==> config.mk <==
export PLATFORM = sky130hd
export DESIGN_NAME = obstacle_spawner
export DESIGN_NICKNAME = d
export VERILOG_FILES = /design/src/rtl/obstacle_spawner_pkg.sv /design/src/rtl/obstacle_spawner_fifo.sv /design/src/rtl/obstacle_spawner.sv
export SDC_FILE = /design/constraint.sdc
export NUM_CORES = 1
export LEC_CHECK = 0
export ABC_AREA = 0
export CAP_MARGIN = 5
export CORE_ASPECT_RATIO = 1.5
export CORE_MARGIN = 2
export CORE_UTILIZATION = 58
export CTS_CLUSTER_SIZE = 14
export DETAILED_ROUTE_END_ITERATION = 12
export HOLD_SLACK_MARGIN = 0.15
export PLACE_DENSITY = 0.76
export SYNTH_ARGS = -nofsm -noshare
export SYNTH_HDL_FRONTEND = slang
export SYNTH_SLANG_ARGS = --single-unit
==> constraint.sdc <==
create_clock -name clock -period 2.87 [get_ports clock]
set_input_delay 0.287 -clock clock [delete_from_list [all_inputs] [get_ports clock]]
set_output_delay 0.287 -clock clock [all_outputs]
set_load 0.005 [all_outputs]
==> src/rtl/obstacle_spawner_pkg.sv <==
// Shared game package: lane/id types, spawn entry layout, FSM states, defaults
// and the lane-selection helper used by the obstacle spawner.
package obstacle_spawner_pkg;

    typedef logic [1:0] lane_t;
    typedef logic [7:0] spawn_id_t;

    // Queue entry layout: {lane, id}, 10 bits
    typedef struct packed {
        lane_t     lane;
        spawn_id_t id;
    } spawn_entry_t;

    localparam int unsigned NUM_LANES_DEFAULT    = 3;
    localparam int unsigned SPAWN_PERIOD_DEFAULT = 50;

    typedef enum logic {StIdle, StRun} spawn_state_t;

    // Fold the raw 2-bit sample into the legal lane range, then step past the
    // previously accepted lane so two consecutive obstacles never share a lane.
    function automatic lane_t pick_lane(input logic [1:0]  raw,
                                        input lane_t       last_lane,
                                        input logic        have_last,
                                        input int unsigned num_lanes);
        lane_t lane;
        if (32'(raw) < num_lanes) begin
            lane = raw;
        end else begin
            lane = lane_t'(32'(raw) - num_lanes);
        end
        if (have_last && lane == last_lane) begin
            lane = (32'(lane) == num_lanes - 1) ? 2'd0 : lane + 2'd1;
        end
        return lane;
    endfunction

endpackage

==> src/rtl/obstacle_spawner_fifo.sv <==
// spawn_fifo: synchronous FIFO for pending spawn entries.
// Ports:
//   clock, reset     - rising-edge clock, synchronous active-high reset
//   push, push_data  - write request and data (ignored when full unless popping)
//   pop, pop_data    - read request and head data (pop ignored when empty)
//   full, empty      - occupancy flags
//   count            - entries currently held (0..DEPTH)
// DEPTH must be a power of two and at least 2.
module spawn_fifo #(
    parameter int unsigned DEPTH = 4,
    parameter int unsigned WIDTH = 10,
    localparam int unsigned CNT_W = $clog2(DEPTH + 1)
) (
    input  logic             clock,
    input  logic             reset,
    input  logic             push,
    input  logic [WIDTH-1:0] push_data,
    input  logic             pop,
    output logic [WIDTH-1:0] pop_data,
    output logic             full,
    output logic             empty,
    output logic [CNT_W-1:0] count
);

    localparam int unsigned PTR_W = $clog2(DEPTH);

    logic [WIDTH-1:0] mem [DEPTH];
    logic [PTR_W-1:0] wr_ptr_q, rd_ptr_q;
    logic [CNT_W-1:0] count_q;
    logic [WIDTH-1:0] hold_q;
    logic             do_pop, do_push;

    assign empty   = (count_q == '0);
    assign full    = (count_q == CNT_W'(DEPTH));
    assign do_pop  = pop && !empty;
    assign do_push = push && (!full || do_pop);

    // When empty, keep presenting the entry that was last popped.
    assign pop_data = empty ? hold_q : mem[rd_ptr_q];
    assign count    = count_q;

    always_ff @(posedge clock) begin
        if (do_push && !reset) begin
            mem[wr_ptr_q] <= push_data;
        end
    end

    always_ff @(posedge clock) begin
        if (reset) begin
            wr_ptr_q <= '0;
            rd_ptr_q <= '0;
            count_q  <= '0;
            hold_q   <= '0;
        end else begin
            if (do_push) begin
                wr_ptr_q <= wr_ptr_q + PTR_W'(1);
            end
            if (do_pop) begin
                rd_ptr_q <= rd_ptr_q + PTR_W'(1);
                hold_q   <= mem[rd_ptr_q];
            end
            if (do_push && !do_pop) begin
                count_q <= count_q + CNT_W'(1);
            end else if (do_pop && !do_push) begin
                count_q <= count_q - CNT_W'(1);
            end
        end
    end

endmodule

==> src/rtl/obstacle_spawner.sv <==
// obstacle_spawner: periodically samples an upstream random value, maps it to a
// non-repeating lane and queues {lane, id} spawn requests for a consumer.
// Ports:
//   clock, reset             - rising-edge clock, synchronous active-high reset
//   enable                   - runs the spawn timer; low pauses it (queue still drains)
//   randnum[2:0]             - random sample, only bits [1:0] used
//   spawn_ready              - consumer accepts the head entry
//   spawn_valid              - queue non-empty, head presented on spawn_lane/spawn_id
//   spawn_lane, spawn_id     - head entry (last value held while empty)
//   fifo_count               - entries queued
//   dropped                  - one-cycle pulse after a sample was lost to a full queue
module obstacle_spawner
    import obstacle_spawner_pkg::*;
#(
    parameter int unsigned SPAWN_PERIOD = SPAWN_PERIOD_DEFAULT,
    parameter int unsigned NUM_LANES    = NUM_LANES_DEFAULT,
    parameter int unsigned FIFO_DEPTH   = 4
) (
    input  logic       clock,
    input  logic       reset,
    input  logic       enable,
    input  logic [2:0] randnum,
    input  logic       spawn_ready,
    output logic       spawn_valid,
    output lane_t      spawn_lane,
    output spawn_id_t  spawn_id,
    output logic [2:0] fifo_count,
    output logic       dropped
);

    localparam int unsigned CTR_W = $clog2(SPAWN_PERIOD);
    localparam int unsigned CNT_W = $clog2(FIFO_DEPTH + 1);

    spawn_state_t     state_q, state_d;
    logic [CTR_W-1:0] counter_q, counter_d;
    spawn_id_t        next_id_q;
    lane_t            last_lane_q;
    logic             have_last_q;
    logic             dropped_q;

    logic             running, tick, push, pop;
    logic             fifo_full, fifo_empty;
    logic [CNT_W-1:0] fifo_cnt;
    lane_t            lane;
    spawn_entry_t     push_entry, head;
    logic             unused_rand;

    assign unused_rand = randnum[2];

    always_comb begin
        state_d = state_q;
        unique case (state_q)
            StIdle:  if (enable)  state_d = StRun;
            StRun:   if (!enable) state_d = StIdle;
            default: state_d = StIdle;
        endcase
    end

    // The timer follows the state being entered, so the first enabled cycle
    // already counts and a pause holds the counter exactly where it stopped.
    assign running = (state_d == StRun);
    assign tick    = running && (counter_q == CTR_W'(SPAWN_PERIOD - 1));

    always_comb begin
        counter_d = counter_q;
        if (running) begin
            counter_d = tick ? '0 : counter_q + CTR_W'(1);
        end
    end

    assign lane       = pick_lane(randnum[1:0], last_lane_q, have_last_q, NUM_LANES);
    assign push_entry = '{lane: lane, id: next_id_q};

    assign spawn_valid = !fifo_empty;
    assign pop         = spawn_valid && spawn_ready;
    assign push        = tick && (!fifo_full || pop);

    always_ff @(posedge clock) begin
        if (reset) begin
            state_q     <= StIdle;
            counter_q   <= '0;
            next_id_q   <= '0;
            last_lane_q <= '0;
            have_last_q <= 1'b0;
            dropped_q   <= 1'b0;
        end else begin
            state_q   <= state_d;
            counter_q <= counter_d;
            dropped_q <= tick && !push;
            if (push) begin
                next_id_q   <= next_id_q + 8'd1;
                last_lane_q <= lane;
                have_last_q <= 1'b1;
            end
        end
    end

    spawn_fifo #(
        .DEPTH (FIFO_DEPTH),
        .WIDTH ($bits(spawn_entry_t))
    ) u_fifo (
        .clock     (clock),
        .reset     (reset),
        .push      (push),
        .push_data (push_entry),
        .pop       (pop),
        .pop_data  (head),
        .full      (fifo_full),
        .empty     (fifo_empty),
        .count     (fifo_cnt)
    );

    assign spawn_lane = head.lane;
    assign spawn_id   = head.id;
    assign fifo_count = 3'(fifo_cnt);
    assign dropped    = dropped_q;

endmodule

Word-level counts from Yosys, hierarchy flattened
Memories as Yosys holds them, arrays and structs flattened. A register that Yosys moved wholly into a read port is not among the register bits.
Index checks and enable logic that the tools add are counted.
{ "op_classes": {"reduce_logical": 20, "magnitude_cmp": 1, "n_mux": 12, "n_eq_ne": 4, "addsub": 8} }
{ "ops": {"columns": ["op", "n"], "rows": [
  ["$logic_and 1x1->1", 10],
  ["$mux 10", 1],
  ["$mux 2", 5],
  ["$add 8x1->8 const B", 1],
  ["$add 2x1->2 const B", 3],
  ["$add 6x1->6 const B", 1],
  ["$eq 6x6->1 const B", 1],
  ["$logic_not 1->1", 6],
  ["$mux 3", 2],
  ["$mux 6", 1],
  ["$add 3x1->3 const B", 1],
  ["$eq 3x3->1 const B", 1],
  ["$logic_not 3->1", 1],
  ["$mux 1", 3],
  ["$sub 3x1->3 const B", 1],
  ["$eq 2x2->1", 1],
  ["$eq 2x2->1 const B", 1],
  ["$logic_or 1x1->1", 2],
  ["$lt 2x2->1 const B", 1],
  ["$reduce_bool 2->1", 1],
  ["$sub 2x2->2 const B", 1]
]} }
{ "word_totals": {"register_bits": 35, "n_memories": 1, "out_inout_bits": 15, "word_cells": 55, "ram_bits": 40, "input_bits": 7} }
{ "mem_list": {"columns": ["memory", "depth", "word_bits", "read_ports", "rd_clocked_by_memory_dff", "write_ports", "line", "source"], "rows": [
  ["u_fifo.mem", 4, 10, 1, 1, 1, "obstacle_spawner_fifo.sv:27", "logic [WIDTH-1:0] mem [DEPTH];"]
]} }

Longest topological paths before layout
{ "depth": {"word_depth": 10, "depth_mapped": 11, "depth_no_buf": 11} }

Modules after synthesis
A second synthesis with hierarchy kept.
{ "unflattened": {"hier_cells": 264, "area_unflattened_um2": 3339.5} }
{ "modules_own_cells": {"columns": ["module", "seq_area_each_um2", "area_each_um2", "n_inst", "cells_per_inst"], "rows": [
  ["spawn_fifo", 1581.5, 2386.0, 1, 157],
  ["obstacle_spawner", 360.3, 953.4, 1, 107]
]} }

Worst setup path before layout
OpenSTA, ideal clock, no wires.
{ "synth_timing": {"kind": "flip-flop to flip-flop", "start": "register u_fifo.count_q[0], in the netlist u_fifo.count[0]", "end": "register u_fifo.count_q[2], in the netlist u_fifo.count[2]", "path_stages_with_launch": 10, "required_time_ns": 2.799, "period_less_slack_ns": 2.302, "path_slack_ns": 0.568, "arrival_time_ns": 2.232, "cell_sequence": "dfxtp_1 o31a_1 inv_1 clkbuf_1 ha_1 inv_1 fa_1 xor2_1 or3_1 a21oi_1"} }
{ "synth_via": {"elab_chain_cells": 9, "word_cells_on_any_way": 19, "classes_between": "add/sub (2); eq/ne (1); mux (2); reduce/logical (14)"} }
{ "synth_lines": {"columns": ["item", "line", "source"], "rows": [
  ["from (decl)", "obstacle_spawner_fifo.sv:29", "logic [CNT_W-1:0] count_q;"],
  ["from (signal assigned)", "obstacle_spawner_fifo.sv:63", "count_q <= count_q + CNT_W'(1);"],
  ["from (signal assigned)", "obstacle_spawner_fifo.sv:65", "count_q <= count_q - CNT_W'(1);"],
  ["$logic_not 3->1", "obstacle_spawner_fifo.sv:33", "assign empty = (count_q == '0);"],
  ["$logic_not 1->1", "obstacle_spawner_fifo.sv:35, obstacle_spawner.sv:74", null],
  ["$logic_and 1x1->1", "obstacle_spawner.sv:75", "assign pop = spawn_valid && spawn_ready;"],
  ["$logic_or 1x1->1 or $logic_and 1x1->1 (tied branches)", "obstacle_spawner.sv:76, obstacle_spawner_fifo.sv:35", null],
  ["$logic_and 1x1->1 or $logic_or 1x1->1 (tied branches)", "obstacle_spawner.sv:76, obstacle_spawner_fifo.sv:36", null],
  ["$logic_and 1x1->1", "obstacle_spawner_fifo.sv:36", "assign do_push = push && (!full || do_pop);"],
  ["$logic_not 1->1", "obstacle_spawner_fifo.sv:64", "end else if (do_pop && !do_push) begin"],
  ["$logic_and 1x1->1", "obstacle_spawner_fifo.sv:64", null],
  ["$reduce_bool 2->1 (no source line)", null, null]
]} }
Several ways; a longest one is shown, not always the timed one. The select of a mux whose other input is x is not followed.
A chain may end at the register's enable or synchronous reset.

==> results.toml <==
[timing]
fin_crit_sh_pct = 84.51
finClkSkew_ps = 7.069
finalSetupTns_ps = 0
hold-worst-slack_ps = 458.7
rsz0062_at_grt = "no"
final-setup-viol-count = 0
max_freq_ghz = 0.4123
min_period_ps = 2426
relSlewSlack_pct = 66.36
tightest_slew_ps = 504.6
hold_violations = 0
final_max_slew_viol_count = 0

[status]
status = "finished clean"

[cells_and_area]
post-route-util_pct = 68.57
fin_nets = 304
multiInputGateArea_um2 = 1240
diodes = 0
final_layout_size_suffix_gt1_share_pct = 15.17
ff_latch_area_um2 = 1942
fill_cells = 396
syn2layout_area_growth_pct = 14.40
final_area_um2 = 3737

[hold_path]
hp-class = "reg -> reg"

[drt]
vias_per_cell = 5.661
drt_wl_total_um = 5496
drcViolationCount = 0
firstDrtPassIters = 4
drtIter0Drc = 100
via_count = 2038
antenna_left = 0
wire_per_inst_um = 15.27

[synthesis]
synth_top_cell_by_area = "edfxtp_1"
ys_seq_elements = 77
synth_nets = 277
seq_area_frac_synth_pct = 59.44
synth_most_common_cell = "edfxtp_1"
synth_common_cells = "edfxtp_1, dfxtp_1, nand2_1, a21oi_1, nor2_1"
synth_top_area_share_pct = 36.77
yosys.cell_types.count = 36
synthArstFlopShare_pct = 0
synth_area_leaders = "edfxtp_1, dfxtp_1, mux4_2"
syn_area_um2 = 3267
yosysWarnings = 0
synthFlopType = "edfxtp_1"
synth_edf_count = 40
avgSynthCellArea_um2 = 12.66
syn_inst = 258

[placement]
portBuffers = 20
dpl.hpwl_um = 3873
gp_congestion = 0.7131
postPlaceCellArea_um2 = 3560

[global_routing]
grt.total_usage_pct = 19.42
grt_max_degree = 40
grt.overflow.total = 0
grt_pass1_vias = 2018
antenna_found_initial = 0
grt_pass1_wl_um = 9032

[pwr]
power_density_nw_per_um2 = 520.8
ir_worst_vdd_mv = 0.4535
p_leak_nw = 1.324

[floorplanning]
core-area_um2 = 5450
initial_core_util_pct = 59.94
ios = 22
die_h_um = 95.92
fp-row-count = 33
dieArea_um2 = 6261
die_w_um = 65.28

[clocking]
clk_path_buf_depth = 2
cts.sinks = 77
clock_latency_ps = 340
htree_levels = 3
cts_tree = "done"
cts_buffers = 9
ctsHoldBuffers = 0
clk_pin_slew_ps = 70
cts_setup_buffers = 0
cts_resized = 0
ctsRootBufferMaster = "clkbuf_8"

[critical_path]
startpoint_type = "register"
crit_type = "reg -> out"
worstPathArrival_ps = 2140
end_kind = "output port"
required_ps = 2580
cp_max_fo = 10

[flow_run]
cap_violations = 0
==> flip-flops by register name, indices dropped and copies added (netlist names), named ones only <==
signal           cells
u_fifo.rd_ptr_q      2
u_fifo.mem          40
next_id_q            8
u_fifo.hold_q       10
have_last_q          1
u_fifo.count         3
counter_q            6
dropped              1
u_fifo.wr_ptr_q      2
last_lane_q          2
==> critical path: stages (launching register included) <==
cell and delay [ps]:
dfxtp_1 310, buf_4 220, mux4_2 550, mux2_2 280, clkdlybuf4s50_1 440
==> area by class of cell <==
class,count,share of cell area [%]
sequential,77,51.96
multi-input combinational,159,33.18
timing repair buffer,26,6.562
clock buffer,14,3.817
tap,70,2.343
inverter,12,1.205
clock inverter,2,0.9374
==> power by group <==
group	internal, mW	total, mW	switching, mW
clock network	0.403	0.757	0.354
registers	1.15	1.15	0.00291
logic	0.0161	0.0369	0.0209
total	1.57	1.95	0.378
==> through the flow <==
step | power (mW) | instances | setup WS (ps)
after floorplan | 1.198 | 258 | 567.7
after detailed placement | 1.214 | 344 | 216.0
final | 1.947 | 360 | 444.4
after global routing | 2.020 | 360 | 328.8
after CTS | 1.962 | 360 | 408.2
after global placement | 1.214 | 344 | 306.9
==> cell usage in the layout (no fill, tap or decap), types with 2 or more instances in the layout <==
master	n
buf_4	6
dfxtp_1	37
nand2b_1	2
clkbuf_1	5
nor3_1	5
clkbuf_8	9
xor2_1	6
edfxtp_1	40
mux4_2	10
nand4_1	4
clkdlybuf4s50_1	20
nor2_1	15
xnor2_1	6
nand3b_1	5
nand2_1	30
and2_1	6
a21oi_1	21
a31oi_1	2
or3_1	2
a31o_2	2
inv_1	11
o31ai_1	4
or4_1	4
mux2i_1	2
o41ai_1	2
ha_1	11
mux2_2	10
a21boi_0	2
==> cells by family (layout without fill, tap and decap cells) <==
logic type	after synthesis	in the layout	share of synthesized area (%)
compound gates	35	35	6.473
buf+inv	22	54	2.604
xor+xnor	12	12	3.217
flops	77	77	59.44
fa+ha+maj	12	12	4.826
mux	22	22	10.95
simple gates	78	78	12.49
==> per-layer routing <==
layer / global-route usage [%] / wire [um] / vias to the layer above
met3: 5.614 / 171 / 8
met5: 0 / 0 / -
met4: 6.771 / 83 / 0
met1: 21.15 / 2214 / 1006
li1: - / - / 989
met2: 35.63 / 3026 / 35
==> path summary, 6_finish.rpt <==
kind | startpoint | endpoint | slack (ps) | depth (start not counted)
max | register | spawn_lane[0] | 440 | 4
min | u_fifo.hold_q[3]$_SDFFE_PP0N_ | u_fifo.hold_q[3]$_SDFFE_PP0N_ | 460 | 2
max reg2reg | counter_q[0]$_SDFFE_PP0P_ | u_fifo.count[2]$_SDFFE_PP0P_ | 640 | 10
min reg2reg | u_fifo.hold_q[3]$_SDFFE_PP0N_ | u_fifo.hold_q[3]$_SDFFE_PP0N_ | 460 | 2
Note: power is estimated with default switching activity, not from simulation.
